File: config.mk
export PLATFORM = sky130hd
export DESIGN_NAME = deadlock_persist_monitor
export DESIGN_NICKNAME = d
export VERILOG_FILES = /design/src/rtl/deadlock_mon_pkg.sv /design/src/rtl/deadlock_prio_enc.sv /design/src/rtl/deadlock_persist_monitor.sv
export SDC_FILE = /design/constraint.sdc
export NUM_CORES = 1
export LEC_CHECK = 0
export CORE_MARGIN = 5
export CORE_UTILIZATION = 30
export CTS_CLUSTER_DIAMETER = 60
export DETAILED_ROUTE_END_ITERATION = 6
export GPL_TIMING_DRIVEN = 0
export PLACE_DENSITY = 0.57
export SYNTH_ARGS = -nofsm -noshare
export SYNTH_HDL_FRONTEND = slang
export SYNTH_SLANG_ARGS = --single-unit
File: constraint.sdc
create_clock -name clock -period 3.7 [get_ports clock]
set_input_delay 0.37 -clock clock [delete_from_list [all_inputs] [get_ports clock]]
set_output_delay 0.37 -clock clock [all_outputs]
set_load 0.005 [all_outputs]
File: src/rtl/deadlock_mon_pkg.sv
// deadlock_mon_pkg: shared FSM state, source-index width helper and event counter width for the deadlock monitor.
package deadlock_mon_pkg;
  typedef enum logic [1:0] {IDLE, COUNT, BLOCKED} state_e;
  localparam int EVT_W = 16;
  function automatic int src_w(input int n_axis);
    return $clog2(n_axis + 1);
  endfunction
endpackage

File: src/rtl/deadlock_prio_enc.sv
// deadlock_prio_enc: lowest-index priority encoder with a valid flag.
module deadlock_prio_enc #(
  parameter int W  = 3,
  parameter int OW = 2
) (
  input  logic [W-1:0]  req,
  output logic [OW-1:0] idx,
  output logic          valid
);
  always_comb begin
    idx = '0;
    for (int i = W - 1; i >= 0; i--) if (req[i]) idx = OW'(i);
  end
  assign valid = |req;
endmodule

File: src/rtl/deadlock_persist_monitor.sv
// deadlock_persist_monitor: declares a block once a candidate persists THRESH cycles; tracks source, sticky flag and events.
// Optional macro DEADLOCK_MON_INST_EN adds the instance idle/blocked deadlock term to the candidate.
module deadlock_persist_monitor
  import deadlock_mon_pkg::*;
#(
  parameter int N_AXIS = 3,
  parameter int N_INST = 5,
  parameter int N_IBLK = 2,
  parameter int THRESH = 16
) (
  input  logic                        clock,
  input  logic                        reset,
  input  logic [N_AXIS-1:0]           axis_block_sigs,
  input  logic [N_AXIS-1:0]           axis_mask,
  input  logic [N_INST-1:0]           inst_idle_sigs,
  input  logic [N_IBLK-1:0]           inst_block_sigs,
  input  logic                        clear,
  output logic                        block,
  output logic                        block_sticky,
  output logic [src_w(N_AXIS)-1:0]    block_src,
  output logic [EVT_W-1:0]            event_cnt
);
  localparam int SRC_W = src_w(N_AXIS);
  localparam logic [15:0] TH = 16'(THRESH);
  localparam logic [SRC_W-1:0] INST_SRC = SRC_W'(N_AXIS);
  logic [N_AXIS-1:0] axis_hit;
  logic [SRC_W-1:0] axis_idx;
  logic axis_valid, inst_dl, cand, entry;
  state_e state_q, state_d;
  logic [15:0] cnt_q, cnt_d;
  logic [SRC_W-1:0] src_q, src_d;
  logic block_q, block_d, sticky_q, sticky_d;
  logic [EVT_W-1:0] evt_q, evt_d;
  assign axis_hit = axis_block_sigs & axis_mask;
  deadlock_prio_enc #(.W(N_AXIS), .OW(SRC_W)) u_prio (
    .req  (axis_hit),
    .idx  (axis_idx),
    .valid(axis_valid)
  );
`ifdef DEADLOCK_MON_INST_EN
  assign inst_dl = (|inst_block_sigs) & (&inst_idle_sigs);
`else
  logic unused_inst;
  assign inst_dl = 1'b0;
  assign unused_inst = ^{inst_idle_sigs, inst_block_sigs};
`endif
  assign cand = axis_valid | inst_dl;
  always_comb begin
    state_d = state_q;
    cnt_d = cnt_q;
    src_d = src_q;
    case (state_q)
      IDLE: if (cand) begin
        state_d = (TH == 16'd1) ? BLOCKED : COUNT;
        cnt_d = 16'd1;
        src_d = axis_valid ? axis_idx : INST_SRC;
      end
      COUNT: begin
        cnt_d = cand ? cnt_q + 16'd1 : 16'd0;
        state_d = !cand ? IDLE : (cnt_d == TH) ? BLOCKED : COUNT;
      end
      BLOCKED: if (!cand) begin
        state_d = IDLE;
        cnt_d = 16'd0;
      end
      default: begin
        state_d = IDLE;
        cnt_d = 16'd0;
      end
    endcase
    entry = (state_d == BLOCKED) && (state_q != BLOCKED);
    block_d = state_d == BLOCKED;
    sticky_d = entry | (sticky_q & ~clear);
    evt_d = entry ? (clear ? EVT_W'(1) : (&evt_q) ? evt_q : evt_q + EVT_W'(1))
                  : (clear ? '0 : evt_q);
  end
  always_ff @(posedge clock) begin
    if (reset) begin
      state_q <= IDLE;
      cnt_q <= '0;
      src_q <= '0;
      block_q <= 1'b0;
      sticky_q <= 1'b0;
      evt_q <= '0;
    end else begin
      state_q <= state_d;
      cnt_q <= cnt_d;
      src_q <= src_d;
      block_q <= block_d;
      sticky_q <= sticky_d;
      evt_q <= evt_d;
    end
  end
  assign block = block_q;
  assign block_sticky = sticky_q;
  assign block_src = src_q;
  assign event_cnt = evt_q;
endmodule

* Word-level counts from Yosys, hierarchy flattened
Cells that the tools add are included.
Word-level totals: register bits after elaboration 38
Cells by class: reduce and logical (&&, ||, !) cells 8, bitwise operators 4, muxes and demuxes 16, eq/ne operators 8, $add $sub $neg 2
Operators by type and width (count):
- 16-bit two-way mux | 7
- 16-bit one-hot mux with 3 select lines | 1
- 16-bit by 1-bit adder with 16-bit output (second input constant) | 2
- 16-bit by 5-bit == test with 1-bit output (second input constant) | 1
- 16-bit AND reduction | 1
- 2-bit two-way mux | 7
- 2-bit != test (second input constant) | 4
- 2-bit one-hot mux with 3 select lines | 1
- 2-bit AND reduction | 3
- 2-bit == test (second input constant) | 2
- 3-bit AND | 1
- 3-bit OR reduction | 1
- 2-bit by 1-bit == test with 1-bit output (second input constant) | 1
- 2-bit logical NOT | 1
- 2-bit nonzero test | 1
- 1-bit AND | 1
- 1-bit logical AND | 1
- 1-bit inverter | 1
- 1-bit bitwise OR | 1

* Longest topological paths before layout
depth after elaboration 11, mapped depth 9, gate-level depth less buffers 7

* Hierarchy
From an unflattened synthesis, not the netlist that was laid out.
Second synthesis, totals: cells, all modules 311, area, all modules 2356.0 um^2
Modules (own cells, without submodules):
- deadlock_persist_monitor | cells an instance 308, sequential area each 760.7 um^2, area an instance 2336.0 um^2, times used 1
- deadlock_prio_enc | cells an instance 3, sequential area each 0.0 um^2, area an instance 20.0 um^2, times used 1

* Worst setup path after synthesis
Ideal clock, no wire load.
path kind register -> register, start register cnt_q[1], end register evt_q[11] (netlist: event_cnt[11]), clock period less this slack 2.767 ns, slack 0.933 ns, arrival time 2.636 ns, buffers on the path 2, cell stages (with the launch flop) 10, setup time 0.131 ns, cell sequence dfxtp_1 ha_1 clkbuf_1 nand3_1 nor4_1 xor2_1 or4_4 buf_6 o311ai_1 o41ai_1
On the way: longest elaborated chain between the ends 10
Ends and longest elaborated chain:
- from (decl) | line deadlock_persist_monitor.sv:30 | logic [15:0] cnt_q, cnt_d;
- from (signal assigned) | line deadlock_persist_monitor.sv:87 | cnt_q <= cnt_d;
- 16-bit by 1-bit adder with 16-bit output * | line deadlock_persist_monitor.sv:59 | cnt_d = cand ? cnt_q + 16'd1 : 16'd0;
- 16-bit two-way mux * | line deadlock_persist_monitor.sv:59
- 16-bit by 5-bit == test with 1-bit output * | line deadlock_persist_monitor.sv:60 | state_d = !cand ? IDLE : (cnt_d == TH) ? BLOCKED : COUNT;
- 2-bit two-way mux * (2 in a row) | line deadlock_persist_monitor.sv:60
- 2-bit one-hot mux with 3 select lines * | line deadlock_persist_monitor.sv:52 | case (state_q)
- 2-bit == test * | line deadlock_persist_monitor.sv:71 | entry = (state_d == BLOCKED) && (state_q != BLOCKED);
- 1-bit logical AND * | line deadlock_persist_monitor.sv:71
- 2-bit nonzero test (no source line)
- 2-bit AND reduction (no source line)
- to (signal assigned) | line deadlock_persist_monitor.sv:91 | evt_q <= evt_d;
- to (decl) | line deadlock_persist_monitor.sv:33 | logic [EVT_W-1:0] evt_q, evt_d;
Mark *: on every way between the ends. The rest lies on a longest branch, timed or not. A chain may end at the register's enable or synchronous reset.

* Worst setup path in the final report
start register cnt_q[0], end register evt_q[14] (netlist: event_cnt[14])
Same word-level chain as after synthesis.

==> out/results.tsv <==
stage	metric	value	unit
placement	post-placement cell count	413	
sta	final setup fails	0	
clocking	clk sink count	38	
synthesis	Synth area leader	dfxtp_1	
routing	Final ANT Viol Nets	0	
finish	layout cell share with drive strength beyond 1	5.90	%
placement	DP Worst Slack	510	ps
placement	GPL Wtd Cong	0.829	
finish	Non-Filler Cell Area, Final	0.00276	mm²
critical_path	crit path max fanout	10	
sta	final hold violations	0	
finish	Nets	339	
clocking	CTS tree	done	
floorplanning	row cnt	31	
finish	antenna cells	0	
synthesis	unique cell type count in the Yosys netlist	51	
critical_path	critical-path cell list	ha_1, clkbuf_1, nand3_1, nor4_1, xor2_1, or4_4, buf_6, o311ai_1, o41ai_1	
synthesis	Post-Synthesis Cells	286	
clocking	hold buffer count at cts	0	
sta	Max Slew Vio Count	0	
floorplanning	initial core utilization	31.0	%
finish	fillcell total	831	
synthesis	number of flops mapped to enable cells by yosys	0	
floorplanning	Die Ht	96.8	µm
placement	HPWL Detailed	4500	µm
finish	Multi-input gate area	0.00137	mm²
floorplanning	Top-Level Pins	36	
sta	Max Freq	306	MHz
global_routing	number of global-route vias before repair	2229	
clocking	clk buf depth	2	
sta	skew final	7.62	ps
synthesis	number of synthesized register bits	38	
clocking	CTS clock-pin slew for the worst setup and hold paths	80	ps
synthesis	synthesized area per cell	7.91	µm²
global_routing	global-route wire length before repair	10800	µm
critical_path	crit path launch type	register	
synthesis	sequential area share after synthesis	33.6	%
power_and_ir_drop	Pleak	0.896	nW
floorplanning	die area	0.00938	mm²
synthesis	ys async rst share	0	%
global_routing	GR Util All Layers	13.6	%
clocking	H-tree depth	2	
global_routing	largest net degree at the start of global routing	13	
sta	Slew HR	52.1	%
placement	port buffer count	28	
routing	drt total wl	6270	µm
floorplanning	Die Wd	96.8	µm
synthesis	Yosys top cell area share	33.6	%
routing	Residual DRC	0	
routing	Via density	5.46	
sta	final period utilization	88.3	%
routing	Wirelength per Cell	14.9	µm
critical_path	worst stage delay on the critical path	620	ps
clocking	Post CTS Setup Buffer Count	0	
finish	storage element area	761	µm²
finish	area delta synth->final	22.1	%
synthesis	top cells by area, synth	dfxtp_1 34%, or3_1 5.3%, a21oi_1 4.4%	
clocking	TritonCTS buffer count	5	
sta	Tmin final	3270	ps
routing	Initial DRC Count	130	
placement	DP Area	0.00267	mm²
critical_path	crit path DAT	3430	ps
clocking	CTS resizes	0	
hold_path	HP Class	reg -> reg	
synthesis	synthesized cell area	0.00226	mm²
global_routing	Remaining Overflow, GRT	0	
synthesis	ys flop type	dfxtp_1	
global_routing	antenna violations before repair	0	
outcome	status	finished, final reports clean	
clocking	clock root buffer	clkbuf_8	
clocking	Clk Latency, worst-skew pair	300	ps
sta	RSZ-0062 raised after global routing	no	
critical_path	Worst EP required	3860	ps
routing	total number of vias	2300	
synthesis	synth warn	0	
sta	worst-margin pin slew	713	ps
power_and_ir_drop	PwrDens	290	mW/mm²
sta	post-route setup slack	434	ps
power_and_ir_drop	Worst VDD drop	0.164	mV
critical_path	crit path kind	reg -> reg	
floorplanning	core area	0.00729	mm²
synthesis	syn nets	304	
routing	Pre-antenna DRT Iters	4	
finish	Non-Filler Instances	421	
critical_path	Critical Path End Type	register	
sta	setup TNS	0	ps
run	max-cap violations	0	
critical_path	CP max-delay cell	nor4_1	
==> layout by cell type, fill, tap and decap left out, drive strengths merged, types with 7 or more instances in the layout <==
cell,instances
dfxtp,38
clkdlybuf4s50,28
clkbuf,27
nor2,25
a21oi,20
or3,19
nand2,18
nand3,15
nand4,12
o21ai,12
nor3,10
mux2i,9
o41ai,7
o311ai,7
==> path summary, 6_finish.rpt <==
check                                  start       endpoint  slack (ps)  cells after the start
worst max-delay path                cnt_q[0]  event_cnt[14]         430                      9
worst min-delay path            block_src[0]   block_src[0]         470                      2
worst max register to register      cnt_q[0]  event_cnt[14]         430                      9
worst min register to register  block_src[0]   block_src[0]         470                      2
==> metal layers <==
| layer | wire (µm) | vias up | GRT usage [%] | part of all wire (%) |
|---|---|---|---|---|
| met2 | 2920 | 38 | 22.0 | 47 |
| met3 | 191 | 7 | 2.01 | 3.0 |
| met4 | 99 | 0 | 4.75 | 1.6 |
| met5 | 0 | - | 0 | 0 |
| met1 | 3060 | 1099 | 18.3 | 49 |
| li1 | - | 1156 | - | - |
==> metrics by stage <==
stage,util [%],hold slack (ps),total power [mW]
2_1_floorplan,-,453,0.475
3_3_place_gp,36.6,468,0.506
3_5_place_dp,36.6,460,0.506
4_1_cts,37.9,478,0.815
5_1_grt,37.9,510,0.840
6_report,37.9,470,0.802
==> flip-flops by register name, summed over array words and instances, names as in the netlist <==
name,count
state_q,2
block_sticky,1
cnt_q,16
block_src,2
block,1
event_cnt,16
==> Yosys cell counts (2+ instances only) <==
| master | n |
|---|---|
| a211oi_1 | 4 |
| a21oi_1 | 20 |
| a311oi_1 | 2 |
| a31oi_1 | 6 |
| and2_1 | 5 |
| and3_1 | 2 |
| and4_1 | 3 |
| buf_2 | 3 |
| buf_6 | 2 |
| clkbuf_1 | 21 |
| dfxtp_1 | 38 |
| ha_1 | 2 |
| inv_1 | 4 |
| mux2i_1 | 9 |
| nand2_1 | 18 |
| nand2b_1 | 2 |
| nand3_1 | 15 |
| nand3b_1 | 6 |
| nand4_1 | 12 |
| nor2_1 | 25 |
| nor3_1 | 10 |
| nor3b_1 | 2 |
| nor4_1 | 4 |
| o21ai_0 | 12 |
| o311ai_0 | 3 |
| o311ai_1 | 4 |
| o41ai_1 | 7 |
| or3_1 | 19 |
| xnor2_1 | 3 |
| xor2_1 | 2 |
==> area by class of cell <==
type | instances | area share, %
Tap cell | 99 | 4.49
Timing Repair Buffer | 28 | 10.1
Clock buffer | 6 | 2.99
Inverter | 4 | 0.544
Sequential cell | 38 | 27.5
Multi-Input combinational cell | 218 | 49.6
Clock inverter | 2 | 0.453
Buffer | 26 | 4.21
==> power breakdown <==
part / switching, mW / internal [mW] / leakage [nW]
Clock: 0.156 / 0.150 / 0.0472
Combinational: 0.0480 / 0.0323 / 0.542
Sequential: 0.00412 / 0.412 / 0.307
==> worst max-delay path, delay by kind of cell (launching register included) <==
family | cells | cell delay [ps]
compound gates | 2 | 360
simple gates | 3 | 1460
fa+ha+maj | 1 | 190
flops | 1 | 480
buf+inv | 2 | 440
xor+xnor | 1 | 210
==> cell families after synthesis <==
logic type / after synthesis / synth area share, %
adders and majority gates: 2 / 1.11
AOI/OAI and AO/OA: 71 / 21.5
muxes: 10 / 4.48
xor gates and xnor gates: 5 / 1.94
and+or+nand+nor: 130 / 31.6
DFF: 38 / 33.6
buffers and inverters: 30 / 5.81
Note: power is estimated with default switching activity, not from simulation.
